[src/rtl/ps2_scancode_decoder_if.sv]
// Upstream scan-code FIFO pop handshake plus the decoded key-event bus.
interface ps2_scancode_decoder_if;
  logic [7:0] kb_data;
  logic       kb_ready;
  logic       kb_rdn;
  logic [7:0] key_code;
  logic       key_ext;
  logic       key_break;
  logic [7:0] key_ascii;
  logic [3:0] key_mods;
  logic       key_valid;
  logic       key_ack;

  modport master (
    input  kb_data, kb_ready, key_ack,
    output kb_rdn, key_code, key_ext, key_break, key_ascii, key_mods, key_valid
  );

  modport slave (
    output kb_data, kb_ready, key_ack,
    input  kb_rdn, key_code, key_ext, key_break, key_ascii, key_mods, key_valid
  );
endinterface

[src/rtl/ps2_scancode_decoder.sv]
// PS/2 set-2 scan-code decoder: pops prefix/terminal bytes from an upstream FIFO and
// holds one decoded key event (code, ext/break flags, ASCII, modifiers) until acked.
module ps2_scancode_decoder #(
  parameter int unsigned PAUSE_SKIP = 7
) (
  input  logic                   clk,
  input  logic                   clrn,
  ps2_scancode_decoder_if.master bus
);

  localparam int unsigned CntW = (PAUSE_SKIP < 2) ? 1 : $clog2(PAUSE_SKIP + 1);

  typedef enum logic [2:0] {StIdle, StGotE0, StGotF0, StGotE0F0, StSkip} state_e;

  state_e          r_state, w_state_d;
  logic [CntW-1:0] r_skip_cnt, w_skip_cnt_d;
  logic            r_lshift, r_rshift, r_ctrl, r_alt, r_caps;
  logic            w_lshift_d, w_rshift_d, w_ctrl_d, w_alt_d, w_caps_d;
  logic            r_valid, r_ext, r_break;
  logic [7:0]      r_code, r_ascii;
  logic [3:0]      r_mods;
  logic            w_terminal, w_ev_ext, w_ev_brk, w_pop, w_load, w_is_drop, w_is_letter;
  logic [7:0]      w_byte, w_ev_code, w_lower, w_ascii;

  assign w_byte    = bus.kb_data;
  assign w_is_drop = w_byte inside {8'h00, 8'hAA, 8'hEE, 8'hFA, 8'hFE, 8'hFF};

  always_comb begin
    w_state_d    = r_state;
    w_skip_cnt_d = r_skip_cnt;
    w_terminal   = 1'b0;
    w_ev_code    = w_byte;
    w_ev_ext     = 1'b0;
    w_ev_brk     = 1'b0;
    if (r_state == StSkip) begin
      if (r_skip_cnt <= CntW'(1)) begin
        w_terminal   = 1'b1;
        w_ev_code    = 8'hE1;
        w_ev_ext     = 1'b1;
        w_state_d    = StIdle;
        w_skip_cnt_d = '0;
      end else begin
        w_skip_cnt_d = r_skip_cnt - CntW'(1);
      end
    end else if (w_byte == 8'hE1) begin
      w_state_d    = StSkip;
      w_skip_cnt_d = CntW'(PAUSE_SKIP);
    end else if (w_byte == 8'hE0) begin
      w_state_d = StGotE0;
    end else if (w_byte == 8'hF0) begin
      // A second F0 after E0 F0 restarts as a plain break.
      w_state_d = (r_state == StGotE0) ? StGotE0F0 : StGotF0;
    end else if (!(r_state == StIdle && w_is_drop)) begin
      w_terminal = 1'b1;
      w_ev_ext   = (r_state == StGotE0) || (r_state == StGotE0F0);
      w_ev_brk   = (r_state == StGotF0) || (r_state == StGotE0F0);
      w_state_d  = StIdle;
    end
  end

  // Terminal bytes stay in the FIFO until the event register can take them.
  assign w_pop  = ~clrn & bus.kb_ready & (~w_terminal | ~r_valid | bus.key_ack);
  assign w_load = w_pop & w_terminal;

  always_comb begin
    w_lshift_d = r_lshift;
    w_rshift_d = r_rshift;
    w_ctrl_d   = r_ctrl;
    w_alt_d    = r_alt;
    w_caps_d   = r_caps;
    if (w_load) begin
      case (w_ev_code)
        8'h12:   w_lshift_d = ~w_ev_brk;
        8'h59:   w_rshift_d = ~w_ev_brk;
        8'h14:   w_ctrl_d   = ~w_ev_brk;
        8'h11:   w_alt_d    = ~w_ev_brk;
        8'h58:   w_caps_d   = r_caps ^ ~w_ev_brk;
        default: ;
      endcase
    end
  end

  always_comb begin
    w_lower = 8'h00;
    case (w_ev_code)
      8'h1C: w_lower = "a";  8'h32: w_lower = "b";  8'h21: w_lower = "c";  8'h23: w_lower = "d";
      8'h24: w_lower = "e";  8'h2B: w_lower = "f";  8'h34: w_lower = "g";  8'h33: w_lower = "h";
      8'h43: w_lower = "i";  8'h3B: w_lower = "j";  8'h42: w_lower = "k";  8'h4B: w_lower = "l";
      8'h3A: w_lower = "m";  8'h31: w_lower = "n";  8'h44: w_lower = "o";  8'h4D: w_lower = "p";
      8'h15: w_lower = "q";  8'h2D: w_lower = "r";  8'h1B: w_lower = "s";  8'h2C: w_lower = "t";
      8'h3C: w_lower = "u";  8'h2A: w_lower = "v";  8'h1D: w_lower = "w";  8'h22: w_lower = "x";
      8'h35: w_lower = "y";  8'h1A: w_lower = "z";
      8'h45: w_lower = "0";  8'h16: w_lower = "1";  8'h1E: w_lower = "2";  8'h26: w_lower = "3";
      8'h25: w_lower = "4";  8'h2E: w_lower = "5";  8'h36: w_lower = "6";  8'h3D: w_lower = "7";
      8'h3E: w_lower = "8";  8'h46: w_lower = "9";
      8'h29: w_lower = 8'h20;
      8'h5A: w_lower = 8'h0D;
      default: w_lower = 8'h00;
    endcase
  end

  assign w_is_letter = (w_lower >= "a") && (w_lower <= "z");

  always_comb begin
    w_ascii = w_lower;
    if (w_ev_ext) begin
      w_ascii = 8'h00;
    end else if (w_is_letter && ((w_lshift_d | w_rshift_d) ^ w_caps_d)) begin
      w_ascii = w_lower - 8'h20;
    end
  end

  always_ff @(posedge clk) begin
    if (clrn) begin
      r_state    <= StIdle;
      r_skip_cnt <= '0;
      r_lshift   <= 1'b0;
      r_rshift   <= 1'b0;
      r_ctrl     <= 1'b0;
      r_alt      <= 1'b0;
      r_caps     <= 1'b0;
      r_valid    <= 1'b0;
      r_code     <= 8'h00;
      r_ext      <= 1'b0;
      r_break    <= 1'b0;
      r_ascii    <= 8'h00;
      r_mods     <= 4'h0;
    end else begin
      if (w_pop) begin
        r_state    <= w_state_d;
        r_skip_cnt <= w_skip_cnt_d;
      end
      r_lshift <= w_lshift_d;
      r_rshift <= w_rshift_d;
      r_ctrl   <= w_ctrl_d;
      r_alt    <= w_alt_d;
      r_caps   <= w_caps_d;
      if (w_load) begin
        r_valid <= 1'b1;
        r_code  <= w_ev_code;
        r_ext   <= w_ev_ext;
        r_break <= w_ev_brk;
        r_ascii <= w_ascii;
        r_mods  <= {w_caps_d, w_alt_d, w_ctrl_d, w_lshift_d | w_rshift_d};
      end else if (bus.key_ack) begin
        r_valid <= 1'b0;
      end
    end
  end

  assign bus.kb_rdn    = w_pop;
  assign bus.key_valid = r_valid;
  assign bus.key_code  = r_code;
  assign bus.key_ext   = r_ext;
  assign bus.key_break = r_break;
  assign bus.key_ascii = r_ascii;
  assign bus.key_mods  = r_mods;

endmodule

[src/flat_wrapper.sv]
// flat-port wrapper written by rule: the top's interface ports become plain ports
module ps2_scancode_decoder_flat 
#(
  parameter int unsigned PAUSE_SKIP = 7
)
  (clk, clrn, bus_kb_data, bus_kb_ready, bus_key_ack, bus_kb_rdn, bus_key_code, bus_key_ext, bus_key_break, bus_key_ascii, bus_key_mods, bus_key_valid);
  ps2_scancode_decoder_if bus_i ();
  input  logic clk;
  input  logic clrn;
  input wire logic [$bits(bus_i.kb_data)-1:0] bus_kb_data;
  input wire logic [$bits(bus_i.kb_ready)-1:0] bus_kb_ready;
  input wire logic [$bits(bus_i.key_ack)-1:0] bus_key_ack;
  output wire logic [$bits(bus_i.kb_rdn)-1:0] bus_kb_rdn;
  output wire logic [$bits(bus_i.key_code)-1:0] bus_key_code;
  output wire logic [$bits(bus_i.key_ext)-1:0] bus_key_ext;
  output wire logic [$bits(bus_i.key_break)-1:0] bus_key_break;
  output wire logic [$bits(bus_i.key_ascii)-1:0] bus_key_ascii;
  output wire logic [$bits(bus_i.key_mods)-1:0] bus_key_mods;
  output wire logic [$bits(bus_i.key_valid)-1:0] bus_key_valid;
  assign bus_i.kb_data = bus_kb_data;
  assign bus_i.kb_ready = bus_kb_ready;
  assign bus_i.key_ack = bus_key_ack;
  assign bus_kb_rdn = bus_i.kb_rdn;
  assign bus_key_code = bus_i.key_code;
  assign bus_key_ext = bus_i.key_ext;
  assign bus_key_break = bus_i.key_break;
  assign bus_key_ascii = bus_i.key_ascii;
  assign bus_key_mods = bus_i.key_mods;
  assign bus_key_valid = bus_i.key_valid;
  ps2_scancode_decoder #(.PAUSE_SKIP(PAUSE_SKIP)) u_core (.clk(clk), .clrn(clrn), .bus(bus_i));
endmodule
[config.mk]
export PLATFORM = sky130hd
export DESIGN_NAME = ps2_scancode_decoder_flat
export DESIGN_NICKNAME = d
export VERILOG_FILES = /design/src/rtl/ps2_scancode_decoder_if.sv /design/src/rtl/ps2_scancode_decoder.sv /design/src/flat_wrapper.sv
export SDC_FILE = /design/constraint.sdc
export NUM_CORES = 1
export LEC_CHECK = 0
export ABC_AREA = 1
export BUFFER_PORTS_ARGS = -buffer_cell sky130_fd_sc_hd__buf_2
export CORE_MARGIN = 5
export CORE_UTILIZATION = 50
export DETAILED_ROUTE_END_ITERATION = 6
export GPL_ROUTABILITY_DRIVEN = 0
export PLACE_DENSITY = 0.71
export SETUP_SLACK_MARGIN = 0.05
export SLEW_MARGIN = 20
export SYNTH_ARGS = -nofsm -noshare
export SYNTH_HDL_FRONTEND = slang
export SYNTH_SLANG_ARGS = --single-unit
[constraint.sdc]
create_clock -name clk -period 2.43 [get_ports clk]
set_input_delay 0 -clock clk [delete_from_list [all_inputs] [get_ports clk]]
set_output_delay 0 -clock clk [all_outputs]
set_load 0.05 [all_outputs]
==> flow_metrics.py <==
metrics = {
    "outcome": {
        "status": "finished with violations",
        "violations": "setup timing",
    },
    "synth": {
        "yosysMostFrequentCell": "nand2_1",
        "yosys.area_share.simple_pct": 44.15,
        "syn_nets": 471,
        "yosys_most_used_dff": "dfxtp_1",
        "netlist_instances": 450,
        "synth_top_family_by_area": "simple AND/OR/NAND/NOR gates",
        "synth_seq_cells": 34,
        "ys_top_cells_by_area": "dfxtp_1 (25%), nand2_1 (21%), a21oi_1 (6.3%), nor2_1 (5.7%), inv_1 (4.8%)",
        "synth_compound_area_share_pct": 15.88,
        "netlist.area_leader.share_pct": 25.05,
        "yosysWarningCount": 0,
        "ys_seq_area_share_pct": 25.05,
        "async_reset_ff_share_pct": 0,
        "avgSynthCellArea_um2": 6.039,
        "synth.distinct_cells": 39,
        "synth-edff-count": 0,
        "yosys.area.top_type": "dfxtp_1",
        "synthAdderAreaFrac_pct": 4.144,
        "synth-xor-area-share_pct": 0,
        "yosys-top-cells-count": "nand2_1 (149), nor2_1 (41), inv_1 (35)",
        "synth.mux.area_fraction_pct": 0,
        "synth_area_um2": 2718,
    },
    "pwr": {
        "power_mw": 1.468,
        "power_density_nw_per_um2": 403.6,
        "power_leakage_nw": 1.751,
        "vdd_drop_max_uv": 336.0,
    },
    "cts": {
        "cts_made_buffers": 5,
        "root_buffer": "clkbuf_8",
        "cts_tree": "yes",
        "clk_latency_ns": 0.28,
        "clk_pin_slew_ns": 0.07,
        "postCtsHoldBufs": 0,
        "cts.path.max_buffers": 2,
        "htreeDepth": 2,
        "clock-sinks": 34,
    },
    "timing": {
        "timing.fmax_mhz": 402.4,
        "setup_violations": 3,
        "rsz0062_at_grt": "yes",
        "period_minus_slack_ns": 2.485,
        "tns_ns": -0.08613,
        "tightest_slew_ns": 0.5526,
        "worst_hold_slack_ns": 0.1098,
        "finalHoldViolCount": 0,
        "finalCritPeriodShare_pct": 102.3,
        "final_max_slew_viol_count": 0,
        "fin_skew_ns": 0.005040,
        "maxSlewHeadroom_pct": 62.77,
        "setup_ws_ns": -0.05500,
    },
    "routing": {
        "wl_um": 8698,
        "via_per_inst": 5.505,
        "wire_per_inst_um": 14.64,
        "detail-route-antenna-nets": 0,
        "via_count": 3270,
        "drc": 0,
        "drtIter0Drc": 224,
        "dr.pass1.iters": 5,
    },
    "global_route": {
        "grt_max_degree": 25,
        "overflow": 0,
        "antenna_found_initial": 0,
        "track_usage_pct": 23.70,
        "grt_pass1_vias": 2922,
        "grt_pass1_wl_um": 13850,
    },
    "hold_path": {
        "holdCritPathClass": "primary input to register",
    },
    "finish": {
        "num-nets-final": 544,
        "diodes": 0,
        "regArea_um2": 683.2,
        "fin_area_um2": 3638,
        "fill_cells": 448,
        "final_core_util_pct": 69.90,
        "drive_gt1_share_pct": 35.69,
        "multiInputGateArea_um2": 2008,
        "fin_cells": 594,
        "area_growth_pct": 33.89,
    },
    "placed_design": {
        "dp.cells": 577,
        "io_buffer_count": 35,
        "dp_slack_ns": -0.1519,
        "place_hpwl_um": 6265,
        "place_area_um2": 3207,
    },
    "floorplan": {
        "rows": 26,
        "core_um2": 5205,
        "initial_utilization_pct": 52.21,
        "dieWidth_um": 83.73,
        "die_area_um2": 7010,
        "die_y_um": 83.73,
        "top_level_ports": 36,
    },
    "worst_setup_path": {
        "worstSetupPathType": "register to register",
        "cp.arrival_ns": 2.64,
        "worstPathMaxFanout": 5,
        "worstSetupEndpointType": "register",
        "start_kind": "register",
        "cp.required_ns": 2.59,
    },
    "job": {
        "max-cap-violations": 0,
    },
}
-- area by class of cell --
class	count	area share [%]
Tap cell	70	2.407
Clock inverter	1	0.1376
Timing Repair Buffer	78	14.61
Multi-Input combinational cell	347	55.19
Sequential cell	34	18.78
Clock buffer	7	2.373
Inverter	57	6.499
-- power breakdown --
part           switching [mW]  internal, mW
Combinational           0.309         0.142
Clock                   0.203         0.228
Sequential            0.00955         0.577
-- per-layer routing --
layer  vias up  global-route usage [%]  share of wire [%]
li1       1601                       -                  -
met3        45                   5.035                8.0
met5         -                       0                  0
met2       152                   40.06                 48
met4         0                   7.895                4.4
met1      1472                   29.84                 40
-- cell usage in the layout, fill, tap and decap left out, drive strengths merged --
cell type	instances
o21bai	2
a211oi	1
or4	1
clkbuf	8
o31ai	1
o21ai	26
a22oi	2
nand2	164
clkinv	4
nand4	12
ha	9
nor2	47
and2	1
a21oi	37
dfxtp	34
a21boi	1
buf	77
a31oi	2
nor3	13
inv	54
o211a	1
o211ai	2
nand3	25
-- worst max-delay path: stages, from the launching register on --
cell and delay, ns:
dfxtp_2 0.35, inv_2 0.05, ha_4 0.16, nand2_4 0.06, nand2_4 0.06, nand2_8 0.12, nand2_8 0.09, inv_8 0.08
ha_4 0.20, inv_4 0.07, nand3_4 0.07, nand2_4 0.11, nand2_4 0.06, o21ai_2 0.13, inv_2 0.04, nand2_1 0.05
nand2_1 0.07, nand2_1 0.09, nor2_2 0.04, nand2_1 0.05, nand2_1 0.06, nor2_2 0.14, nand3_1 0.09, nand2_1 0.06
a21oi_1 0.05
-- final timing paths --
kind                                from                 endpoint  slack, ns  cells after the start
setup / recovery    u_core.r_skip_cnt[1]  u_core.bus.key_ascii[6]      -0.05                     24
hold / removal               bus_key_ack     u_core.bus.key_valid       0.11                      4
setup reg to reg    u_core.r_skip_cnt[1]  u_core.bus.key_ascii[6]      -0.05                     24
hold reg to reg   u_core.bus.key_code[4]   u_core.bus.key_code[4]       0.46                      2
-- flip-flops by register name, summed over array words and instances, names as in the netlist --
name	count
u_core.r_skip_cnt	3
u_core.bus.key_code	8
u_core.bus.key_ascii	8
u_core.r_caps	1
u_core.bus.key_break	1
u_core.bus.key_ext	1
u_core.r_state	3
u_core.r_ctrl	1
u_core.r_lshift	1
u_core.bus.key_mods	4
u_core.r_rshift	1
u_core.bus.key_valid	1
u_core.r_alt	1
-- logic make-up (layout without fill, tap and decap cells) --
family          Yosys count  in the layout
buf+inv                  69            143
flops                    34             34
compound gates           75             75
fa+ha+maj                 9              9
simple gates            263            263
-- repair_timing --
action,in CTS,in global routing
pin swaps,17,21
gates cloned,0,1
endpoints found under the setup margin,3,5
buffers inserted,3,5
resized for setup,27,43
(Power assumes the default switching activity.)
